===== src/rtl/issue_scoreboard_if.sv =====
// Decode-to-issue and write-back bundle for issue_scoreboard.
// master: decode/write-back side. slave: the scoreboard.
interface issue_scoreboard_if #(
    parameter int unsigned REG_ADDR_W = 5
) ();
    // Decode slots (slot 1 is older)
    logic                  valid_1;
    logic                  valid_2;
    logic                  re1_1;
    logic                  re2_1;
    logic                  re1_2;
    logic                  re2_2;
    logic [REG_ADDR_W-1:0] raddr1_1;
    logic [REG_ADDR_W-1:0] raddr2_1;
    logic [REG_ADDR_W-1:0] raddr1_2;
    logic [REG_ADDR_W-1:0] raddr2_2;
    logic                  we_1;
    logic                  we_2;
    logic [REG_ADDR_W-1:0] waddr_1;
    logic [REG_ADDR_W-1:0] waddr_2;
    // Write-back ports
    logic                  wb_we_1;
    logic                  wb_we_2;
    logic [REG_ADDR_W-1:0] wb_waddr_1;
    logic [REG_ADDR_W-1:0] wb_waddr_2;
    // Issue decision
    logic                  issue_1;
    logic                  issue_2;
    logic                  stall;

    modport master (
        output valid_1, valid_2, re1_1, re2_1, re1_2, re2_2,
        output raddr1_1, raddr2_1, raddr1_2, raddr2_2,
        output we_1, we_2, waddr_1, waddr_2,
        output wb_we_1, wb_we_2, wb_waddr_1, wb_waddr_2,
        input  issue_1, issue_2, stall
    );

    modport slave (
        input  valid_1, valid_2, re1_1, re2_1, re1_2, re2_2,
        input  raddr1_1, raddr2_1, raddr1_2, raddr2_2,
        input  we_1, we_2, waddr_1, waddr_2,
        input  wb_we_1, wb_we_2, wb_waddr_1, wb_waddr_2,
        output issue_1, issue_2, stall
    );
endinterface


===== src/rtl/issue_scoreboard.sv =====
// Dual-issue register scoreboard with per-register outstanding-write counters.
// Sources are ready when no write is pending after accounting for same-cycle
// write-back (the register file forwards wdata). Register 0 is never tracked.
// Optional macro ISSUE_SB_STAT_EN adds stall_cycles / dual_issue_cycles counters.
module issue_scoreboard #(
    parameter int unsigned REG_NUM    = 32,
    parameter int unsigned REG_ADDR_W = 5,
    parameter int unsigned CNT_W      = 2
) (
    input  logic               clk,
    input  logic               rst,
    input  logic               flush,
    issue_scoreboard_if.slave  sb,
    output logic [REG_NUM-1:0] busy_vec,
    output logic               underflow_err
`ifdef ISSUE_SB_STAT_EN
    ,
    output logic [31:0]        stall_cycles,
    output logic [31:0]        dual_issue_cycles
`endif
);

    localparam int unsigned SumW = CNT_W + 1;
    localparam int unsigned NxtW = CNT_W + 2;
    localparam logic [SumW-1:0] CntMax = SumW'((1 << CNT_W) - 1);

    logic [CNT_W-1:0]   cnt_q   [REG_NUM];
    logic [CNT_W-1:0]   cnt_d   [REG_NUM];
    logic [CNT_W-1:0]   eff     [REG_NUM];
    logic [CNT_W-1:0]   applied [REG_NUM];
    logic [1:0]         dec     [REG_NUM];
    logic [1:0]         inc     [REG_NUM];
    logic [NxtW-1:0]    nxt     [REG_NUM];
    logic [REG_NUM-1:0] under_vec;
    logic [REG_NUM-1:0] busy_d;
    logic [REG_NUM-1:0] busy_q;
    logic               underflow_q;

    logic rdy1_1, rdy2_1, rdy1_2, rdy2_2;
    logic dst1_ok, dst2_ok, same_dst, raw;
    logic issue_1, issue_2;

    // Per-register write-back decrement and effective (post-forwarding) count
    always_comb begin
        for (int r = 0; r < REG_NUM; r++) begin
            dec[r]       = 2'd0;
            eff[r]       = '0;
            applied[r]   = '0;
            under_vec[r] = 1'b0;
            if (r != 0) begin
                if (sb.wb_we_1 && sb.wb_waddr_1 == REG_ADDR_W'(r)) dec[r] = dec[r] + 2'd1;
                if (sb.wb_we_2 && sb.wb_waddr_2 == REG_ADDR_W'(r)) dec[r] = dec[r] + 2'd1;
                if ({1'b0, cnt_q[r]} >= SumW'(dec[r])) begin
                    eff[r]     = cnt_q[r] - CNT_W'(dec[r]);
                    applied[r] = CNT_W'(dec[r]);
                end else begin
                    // Decrements beyond zero are dropped and flagged
                    eff[r]       = '0;
                    applied[r]   = cnt_q[r];
                    under_vec[r] = 1'b1;
                end
            end
        end
    end

    assign rdy1_1 = !sb.re1_1 || (sb.raddr1_1 == '0) || (eff[sb.raddr1_1] == '0);
    assign rdy2_1 = !sb.re2_1 || (sb.raddr2_1 == '0) || (eff[sb.raddr2_1] == '0);
    assign rdy1_2 = !sb.re1_2 || (sb.raddr1_2 == '0) || (eff[sb.raddr1_2] == '0);
    assign rdy2_2 = !sb.re2_2 || (sb.raddr2_2 == '0) || (eff[sb.raddr2_2] == '0);

    // Slot 2's destination limit includes slot 1's increment on a WAW pair
    assign same_dst = sb.we_1 && (sb.waddr_1 != '0) && (sb.waddr_1 == sb.waddr_2);
    assign dst1_ok  = !sb.we_1 || (sb.waddr_1 == '0) || ({1'b0, eff[sb.waddr_1]} < CntMax);
    assign dst2_ok  = !sb.we_2 || (sb.waddr_2 == '0) ||
                      (({1'b0, eff[sb.waddr_2]} + SumW'(same_dst)) < CntMax);

    assign raw = sb.we_1 && (sb.waddr_1 != '0) &&
                 ((sb.re1_2 && (sb.raddr1_2 == sb.waddr_1)) ||
                  (sb.re2_2 && (sb.raddr2_2 == sb.waddr_1)));

    assign issue_1 = sb.valid_1 && !flush && rst && rdy1_1 && rdy2_1 && dst1_ok;
    assign issue_2 = issue_1 && sb.valid_2 && rdy1_2 && rdy2_2 && !raw && dst2_ok;

    assign sb.issue_1 = issue_1;
    assign sb.issue_2 = issue_2;
    assign sb.stall   = rst && ((sb.valid_1 && !issue_1) || (sb.valid_2 && !issue_2));

    // Next counter values from issued writes and applied write-back decrements
    always_comb begin
        for (int r = 0; r < REG_NUM; r++) begin
            inc[r] = 2'd0;
            if (r != 0) begin
                if (issue_1 && sb.we_1 && sb.waddr_1 == REG_ADDR_W'(r)) inc[r] = inc[r] + 2'd1;
                if (issue_2 && sb.we_2 && sb.waddr_2 == REG_ADDR_W'(r)) inc[r] = inc[r] + 2'd1;
            end
            nxt[r]    = NxtW'(cnt_q[r]) + NxtW'(inc[r]) - NxtW'(applied[r]);
            cnt_d[r]  = (r == 0) ? '0 : nxt[r][CNT_W-1:0];
            busy_d[r] = (cnt_d[r] != '0);
        end
    end

    // Counter state: reset beats flush, flush beats issue/write-back
    always_ff @(posedge clk) begin
        if (!rst) begin
            cnt_q       <= '{default: '0};
            busy_q      <= '0;
            underflow_q <= 1'b0;
        end else if (flush) begin
            cnt_q       <= '{default: '0};
            busy_q      <= '0;
        end else begin
            cnt_q       <= cnt_d;
            busy_q      <= busy_d;
            underflow_q <= underflow_q | (|under_vec);
        end
    end

    assign busy_vec      = busy_q;
    assign underflow_err = underflow_q;

`ifdef ISSUE_SB_STAT_EN
    logic [31:0] stall_cnt_q;
    logic [31:0] dual_cnt_q;

    // Performance counters; cleared only by reset, wrap naturally
    always_ff @(posedge clk) begin
        if (!rst) begin
            stall_cnt_q <= '0;
            dual_cnt_q  <= '0;
        end else begin
            if (sb.stall)          stall_cnt_q <= stall_cnt_q + 32'd1;
            if (issue_1 && issue_2) dual_cnt_q  <= dual_cnt_q + 32'd1;
        end
    end

    assign stall_cycles      = stall_cnt_q;
    assign dual_issue_cycles = dual_cnt_q;
`endif

endmodule


===== src/flat_wrapper.sv =====
// flat-port wrapper written by rule: the top's interface ports become plain ports
module issue_scoreboard_flat 
#(
    parameter int unsigned REG_NUM    = 32,
    parameter int unsigned REG_ADDR_W = 5,
    parameter int unsigned CNT_W      = 2
)
  (clk, rst, flush, busy_vec, underflow_err, sb_valid_1, sb_valid_2, sb_re1_1, sb_re2_1, sb_re1_2, sb_re2_2, sb_raddr1_1, sb_raddr2_1, sb_raddr1_2, sb_raddr2_2, sb_we_1, sb_we_2, sb_waddr_1, sb_waddr_2, sb_wb_we_1, sb_wb_we_2, sb_wb_waddr_1, sb_wb_waddr_2, sb_issue_1, sb_issue_2, sb_stall);
  issue_scoreboard_if #(.REG_ADDR_W(REG_ADDR_W)) sb_i ();
  input  logic clk;
  input  logic rst;
  input  logic flush;
  output logic [REG_NUM-1:0] busy_vec;
  output logic underflow_err;
  input wire logic [$bits(sb_i.valid_1)-1:0] sb_valid_1;
  input wire logic [$bits(sb_i.valid_2)-1:0] sb_valid_2;
  input wire logic [$bits(sb_i.re1_1)-1:0] sb_re1_1;
  input wire logic [$bits(sb_i.re2_1)-1:0] sb_re2_1;
  input wire logic [$bits(sb_i.re1_2)-1:0] sb_re1_2;
  input wire logic [$bits(sb_i.re2_2)-1:0] sb_re2_2;
  input wire logic [$bits(sb_i.raddr1_1)-1:0] sb_raddr1_1;
  input wire logic [$bits(sb_i.raddr2_1)-1:0] sb_raddr2_1;
  input wire logic [$bits(sb_i.raddr1_2)-1:0] sb_raddr1_2;
  input wire logic [$bits(sb_i.raddr2_2)-1:0] sb_raddr2_2;
  input wire logic [$bits(sb_i.we_1)-1:0] sb_we_1;
  input wire logic [$bits(sb_i.we_2)-1:0] sb_we_2;
  input wire logic [$bits(sb_i.waddr_1)-1:0] sb_waddr_1;
  input wire logic [$bits(sb_i.waddr_2)-1:0] sb_waddr_2;
  input wire logic [$bits(sb_i.wb_we_1)-1:0] sb_wb_we_1;
  input wire logic [$bits(sb_i.wb_we_2)-1:0] sb_wb_we_2;
  input wire logic [$bits(sb_i.wb_waddr_1)-1:0] sb_wb_waddr_1;
  input wire logic [$bits(sb_i.wb_waddr_2)-1:0] sb_wb_waddr_2;
  output wire logic [$bits(sb_i.issue_1)-1:0] sb_issue_1;
  output wire logic [$bits(sb_i.issue_2)-1:0] sb_issue_2;
  output wire logic [$bits(sb_i.stall)-1:0] sb_stall;
  assign sb_i.valid_1 = sb_valid_1;
  assign sb_i.valid_2 = sb_valid_2;
  assign sb_i.re1_1 = sb_re1_1;
  assign sb_i.re2_1 = sb_re2_1;
  assign sb_i.re1_2 = sb_re1_2;
  assign sb_i.re2_2 = sb_re2_2;
  assign sb_i.raddr1_1 = sb_raddr1_1;
  assign sb_i.raddr2_1 = sb_raddr2_1;
  assign sb_i.raddr1_2 = sb_raddr1_2;
  assign sb_i.raddr2_2 = sb_raddr2_2;
  assign sb_i.we_1 = sb_we_1;
  assign sb_i.we_2 = sb_we_2;
  assign sb_i.waddr_1 = sb_waddr_1;
  assign sb_i.waddr_2 = sb_waddr_2;
  assign sb_i.wb_we_1 = sb_wb_we_1;
  assign sb_i.wb_we_2 = sb_wb_we_2;
  assign sb_i.wb_waddr_1 = sb_wb_waddr_1;
  assign sb_i.wb_waddr_2 = sb_wb_waddr_2;
  assign sb_issue_1 = sb_i.issue_1;
  assign sb_issue_2 = sb_i.issue_2;
  assign sb_stall = sb_i.stall;
  issue_scoreboard #(.REG_NUM(REG_NUM), .REG_ADDR_W(REG_ADDR_W), .CNT_W(CNT_W)) u_core (.clk(clk), .rst(rst), .flush(flush), .sb(sb_i), .busy_vec(busy_vec), .underflow_err(underflow_err));
endmodule

===== config.mk =====
export PLATFORM = sky130hd
export DESIGN_NAME = issue_scoreboard_flat
export DESIGN_NICKNAME = d
export VERILOG_FILES = /design/src/rtl/issue_scoreboard_if.sv /design/src/rtl/issue_scoreboard.sv /design/src/flat_wrapper.sv
export SDC_FILE = /design/constraint.sdc
export NUM_CORES = 1
export LEC_CHECK = 0
export CAP_MARGIN = 40
export CORE_ASPECT_RATIO = 0.6
export CORE_MARGIN = 2
export CORE_UTILIZATION = 41
export CTS_BUF_LIST = sky130_fd_sc_hd__clkbuf_4 sky130_fd_sc_hd__clkbuf_8
export DETAILED_ROUTE_END_ITERATION = 16
export MAX_ROUTING_LAYER = met4
export SETUP_SLACK_MARGIN = 0.3
export SKIP_LAST_GASP = 1
export SYNTH_ARGS = -nofsm -noshare
export SYNTH_HDL_FRONTEND = slang
export SYNTH_SLANG_ARGS = --single-unit
export TNS_END_PERCENT = 30

===== constraint.sdc =====
create_clock -name clk -period 6.65 [get_ports clk]
set_input_delay 1.33 -clock clk [delete_from_list [all_inputs] [get_ports clk]]
set_output_delay 1.33 -clock clk [all_outputs]
set_load 0.02 [all_outputs]

; Word-level counts from Yosys, hierarchy flattened
; Cells that the tools add are included.
[op_classes]
n_addsub = 156
order_cmp = 39
n_eq_ne = 127
n_mux = 235
n_bitwise = 8
n_reduce_logical = 212
[ops]
columns = operator, n
row1 = $eq A5 B5 Y1 const B, 64
row2 = $mux W2, 136
row3 = $eq A5 B4 Y1 const B, 32
row4 = $logic_and A1 B1 Y1, 144
row5 = $add A1 B1 Y2 const B, 62
row6 = $sub A2 B2 Y2, 62
row7 = $mux W1, 93
row8 = $eq A5 B3 Y1 const B, 16
row9 = $add A2 B2 Y2, 31
row10 = $ge A2 B2 Y1, 31
row11 = $reduce_bool A2 Y1, 31
row12 = $bmux W2 S5, 6
row13 = $eq A5 B2 Y1 const B, 8
row14 = $ge A6 B6 Y1 const B, 6
row15 = $not A5 Y6, 6
row16 = $reduce_or A31 Y1, 1
row17 = $logic_not A5 Y1, 6
row18 = $eq A5 B1 Y1 const B, 4
row19 = $eq A5 B5 Y1, 3
row20 = $logic_or A1 B1 Y1, 14
row21 = $logic_not A1 Y1, 10
row22 = $logic_not A2 Y1, 4
row23 = $reduce_bool A5 Y1, 1
row24 = $add A2 B1 Y3, 1
row25 = 5 further kinds, 5
[word_totals]
regBits = 95
in_bits = 53
out_inout_bits = 36
wordCells = 811

; Longest topological paths before layout
[depth]
ltp_word = 26
depth_mapped = 30
depth_no_buf = 29

; Least setup slack after synthesis
; No wires, ideal clock.
[synth_path]
kind = input -> register
startpoint = input port sb_wb_waddr_2[0]
endpoint = register u_core.busy_q[27], in the netlist u_core.busy_vec[27]
setup_ps = 123
arrival_ps = 6953
required_time_ps = 6527
setup_slack_ps = -427
path_stages = 27
n_path_buf = 1
cell_sequence = clkbuf_1 > nor2b_1 > nand2_1 > nor2_1 > ha_1 > ha_1 > fa_1 > nor2_1 > mux4_2 > mux4_2 > nor2_1 > a21oi_1 > ha_1 > a21oi_1 > a311o_1 > nand2_1 > or4_1 > a211oi_2 > nand4_2 > nor2_1 > ha_1 > ha_1 > xor2_1 > xnor2_1 > xor2_1 > nor2_1 > or2_2
[synth_via]
elab_chain_len = 24
word_cells_on_any_way = 236
classes_between = add/sub: 35 / order compare: 33 / eq/ne: 31 / mux: 83 / reduce/logical: 54
[synth_lines]
columns = item, line
row1 = from (decl), flat_wrapper.sv:32  ; input wire logic [$bits(sb_i.wb_waddr_2)-1:0] sb_wb_waddr_2;
row2 = branches (longest 22 deep; another with $add A2 B1 Y3), -
row3 = $sub A2 B2 Y2 *, issue_scoreboard.sv:96  ; nxt[r] = NxtW'(cnt_q[r]) + NxtW'(inc[r]) - NxtW'(applied[r]);
row4 = $reduce_bool A2 Y1 *, issue_scoreboard.sv:98  ; busy_d[r] = (cnt_d[r] != '0);
row5 = to (signal assigned), issue_scoreboard.sv:113  ; busy_q <= busy_d;
row6 = to (decl), issue_scoreboard.sv:36  ; logic [REG_NUM-1:0] busy_q;
; Mark *: on every way between the ends. The select of a mux whose other input is x is not followed.
; A chain may end at the register's enable or synchronous reset.

; Final worst setup path
[layout_path]
startpoint = input port sb_wb_waddr_2[0]
endpoint = output port sb_stall
[layout_via]
elab_chain_len = 22
word_cells_on_any_way = 231
classes_between = add/sub: 32 / order compare: 33 / eq/ne: 31 / mux: 80 / reduce/logical: 55
[layout_lines]
columns = item, line
row1 = branches (longest 20 deep; another with $add A2 B1 Y3), -
row2 = $logic_or A1 B1 Y1 *, issue_scoreboard.sv:86  ; assign sb.stall = rst && ((sb.valid_1 && !issue_1) || (sb.valid_2 && !issue_2));
row3 = $logic_and A1 B1 Y1 *, issue_scoreboard.sv:86
row4 = to (decl), flat_wrapper.sv:35  ; output wire logic [$bits(sb_i.stall)-1:0] sb_stall;
; Marks and branches as above.

==> impl_metrics.toml <==
[global_routing]
grt_max_degree = 32
grt_pass1_wl_um = 76900
grt.overflow.total = 0
grt_use_total_pct = 35.3
antenna_found_initial = 0
grt_pass1_vias = 12600

[logic_synthesis]
synth_ff_type = "dfxtp_1"
yosysWarnings = 0
synth_edf_count = 0
syn_avg_cell_area_um2 = 8.21
synth_fp_nets = 1734
synth_top_cell_area_share_pct = 19.7
syn_inst = 1461
yosys.cell_count.top_type = "nor2_1"
synthTopCellsByCount = "nor2_1, ha_1, inv_1"
synth_area_mm2 = 0.0120
ys_ff_latch = 94
yosysSeqAreaShare_pct = 15.7
asyncSetResetFlopFracSynth_pct = 0
yosysTopAreaCell = "ha_1"
ys_types = 70
yosys-top-cells-area = "ha_1, dfxtp_1, nor2_1"

[finish]
areaGrowthSynthToFinish_pct = 47.2
drive_gt1_share_pct = 37.6
antenna_cells = 0
multi_input_area_mm2 = 0.0108
seqCellArea_mm2 = 0.00188
nFillCells = 2447
nets = 2128

[timing]
finalHoldViolations = 0
rsz0062_at_grt = "true"
holdWs_ns = 0.501
worst_pin_slew_ns = 0.812
fin_worst_skew_ns = 0.0351
setup_viol = 65
max_freq_mhz = 138
fin_crit_sh_pct = 109
fin_crit_ns = 7.26
drv_slew = 0
post-route-worst-setup-slack_ns = -0.606
slew_headroom_pct = 45.8

[floorplan]
die_h_um = 137
core_area_mm2 = 0.0288
rows = 48
die_w_um = 225
die-area_mm2 = 0.0307
initial_core_util_pct = 41.7
num_io_pins = 89

[clocking]
cts_hold_buf = 0
htreeDepth = 3
clkTransAtPathRegs_ns = 0.11
clock_latency_ns = 0.45
cts_sinks = 94
cts_made_buffers = 9
cts_max_path_buffers = 2
cts_tree = "yes"
cts-root-buf = "clkbuf_8"

[route]
wirelength_um = 52300
wire_per_inst_um = 23.4
vias_per_cell = 5.67
route.detailed.drc = 0
vias = 12700
postRouteAntennaNets = 0
drt_iter0_drc = 1188
drtPass1Iterations = 8

[run_status]
violations = "negative setup slack"
outcome = "finished with violations"

[setup_path]
timing.rr.end = "u_core.busy_vec[27]"
path_max_fanout = 5
rr_worst_depth = 26
cp.arrival_ns = 5.93
crit_chain = "buf_6 -> buf_8 -> buf_6 -> nor2b_4 -> nand2_4 -> nor2_2 -> ha_1 -> ha_2 -> fa_1 -> nor2_2 -> mux4_2 -> mux4_2 -> nor2_1 -> a21oi_1 -> ha_1 -> a21oi_2 -> a311o_1 -> nand2_1 -> or4_4 -> a211oi_4 -> nand3_2 -> o211a_1 -> buf_2"
start_kind = "input pin"
critPathSlowestCell = "mux4_2"
endpoint = "sb_stall"
crit_start = "sb_wb_waddr_2[0]"
cp-end-kind = "primary output"
required_ns = 5.32
timing.reg2reg.setup_slack_ns = 0.78
critPathKind = "in2out"
r2r_start = "u_core.cnt_q[50]"
crit_path_max_incr_delay_ns = 0.52

[power_and_ir_drop]
p_per_area_mw_per_mm2 = 86.9
leakage_nw = 7.53
irDropWorstVdd_uv = 78.2
power.total_mw = 1.54

[min_path]
hold_class = "reg2reg"

[placed_design]
hpwl_um = 42400
post-place-ws_ns = -1.57
place.gp.congestion = 1.05
port_buffers = 87

[job]
max-cap-violations = 0
## critical path, delay by kind of cell
| kind | cells | cell delay [ns] |
|---|---|---|
| simple gates | 8 | 1.19 |
| buf+inv | 4 | 0.49 |
| compound gates | 5 | 0.67 |
| mux | 2 | 0.98 |
| fa+ha+maj | 4 | 1.23 |
## per-stage QoR
step / area (um^2) / cells / utilization (%) / setup TNS (ns)
after floorplan: 12100 / 1461 / - / -7.70
after detailed placement: 15800 / 2188 / 54.9 / -109.22
after CTS: 17200 / 2233 / 59.7 / -17.48
after global routing: 17700 / 2235 / 61.4 / -38.12
after global placement: 15800 / 2188 / 54.9 / -108.26
final: 17700 / 2235 / 61.4 / -22.81
## sequential cells by signal, summed over array words and instances, names as in the netlist
signal and flops:
u_core.cnt_q 62, u_core.busy_vec 31, u_core.underflow_err 1
## where the power goes
part	internal (mW)	switching (mW)
combinational	0.242	0.314
clock	0.144	0.260
sequential	0.570	0.00442
total	0.956	0.579
## metal layers
layer / global-route usage, % / up-vias / routed length, um
met1: 47.5 / 6080 / 23300
met2: 51.1 / 626 / 21900
met3: 10.1 / 82 / 5620
met5: - / - / 0
li1: - / 5890 / -
met4: 10.7 / 0 / 1380
## worst min path at each step
stage,depth (start not counted),from,slack [ns],to
4_1_cts,1,u_core.underflow_err,0.51,u_core.underflow_err
6_report,1,u_core.underflow_err,0.50,u_core.underflow_err
5_1_grt,1,u_core.underflow_err,0.53,u_core.underflow_err
3_5_place_dp,1,u_core.underflow_err,0.48,u_core.underflow_err
2_1_floorplan,1,u_core.underflow_err,0.59,u_core.underflow_err
3_3_place_gp,1,u_core.underflow_err,0.46,u_core.underflow_err
## layout make-up
cell class	count	area share, %
Multi-Input combinational cell	1163	61.3
Timing Repair Buffer	446	21.3
Sequential cell	94	10.7
Inverter	141	3.00
Tap cell	375	2.66
Clock buffer	9	0.701
Clock inverter	7	0.361
## what timing repair did
action                                  CTS  global route
endpoints found under the hold margin     0             0
setup buffers                            29             2
gates resized for setup                 273            72
endpoints found under the setup margin   96            96
pin swaps                               130            85
## logic make-up after synthesis
kind of cell / count (synthesis) / synth area share (%)
other: 1 / 0.0313
AND/OR/NAND/NOR: 531 / 23.2
buffers and inverters: 204 / 6.48
adder cells (fa/ha/maj): 220 / 24.9
AO/OA/AOI/OAI: 223 / 13.7
XOR/XNOR: 139 / 10.1
multiplexers: 49 / 5.89
flip-flops: 94 / 15.7
## layout by cell type (no fill, tap or decap), drive strengths merged, types with 10 or more instances in the layout
| cell type | count |
|---|---|
| buf | 368 |
| nor2 | 212 |
| ha | 189 |
| inv | 144 |
| dfxtp | 94 |
| clkdlybuf4s50 | 72 |
| xor2 | 71 |
| xnor2 | 68 |
| nor3 | 58 |
| nor4 | 56 |
| a21oi | 49 |
| nand2 | 42 |
| and2 | 37 |
| mux2 | 33 |
| or2 | 33 |
| a21boi | 32 |
| a211oi | 31 |
| fa | 31 |
| nand3 | 23 |
| o21ai | 20 |
| nand2b | 15 |
| mux4 | 14 |
| o311ai | 14 |
| nor2b | 14 |
| nand4 | 11 |
| a2111oi | 10 |
(Power assumes the default switching activity.)
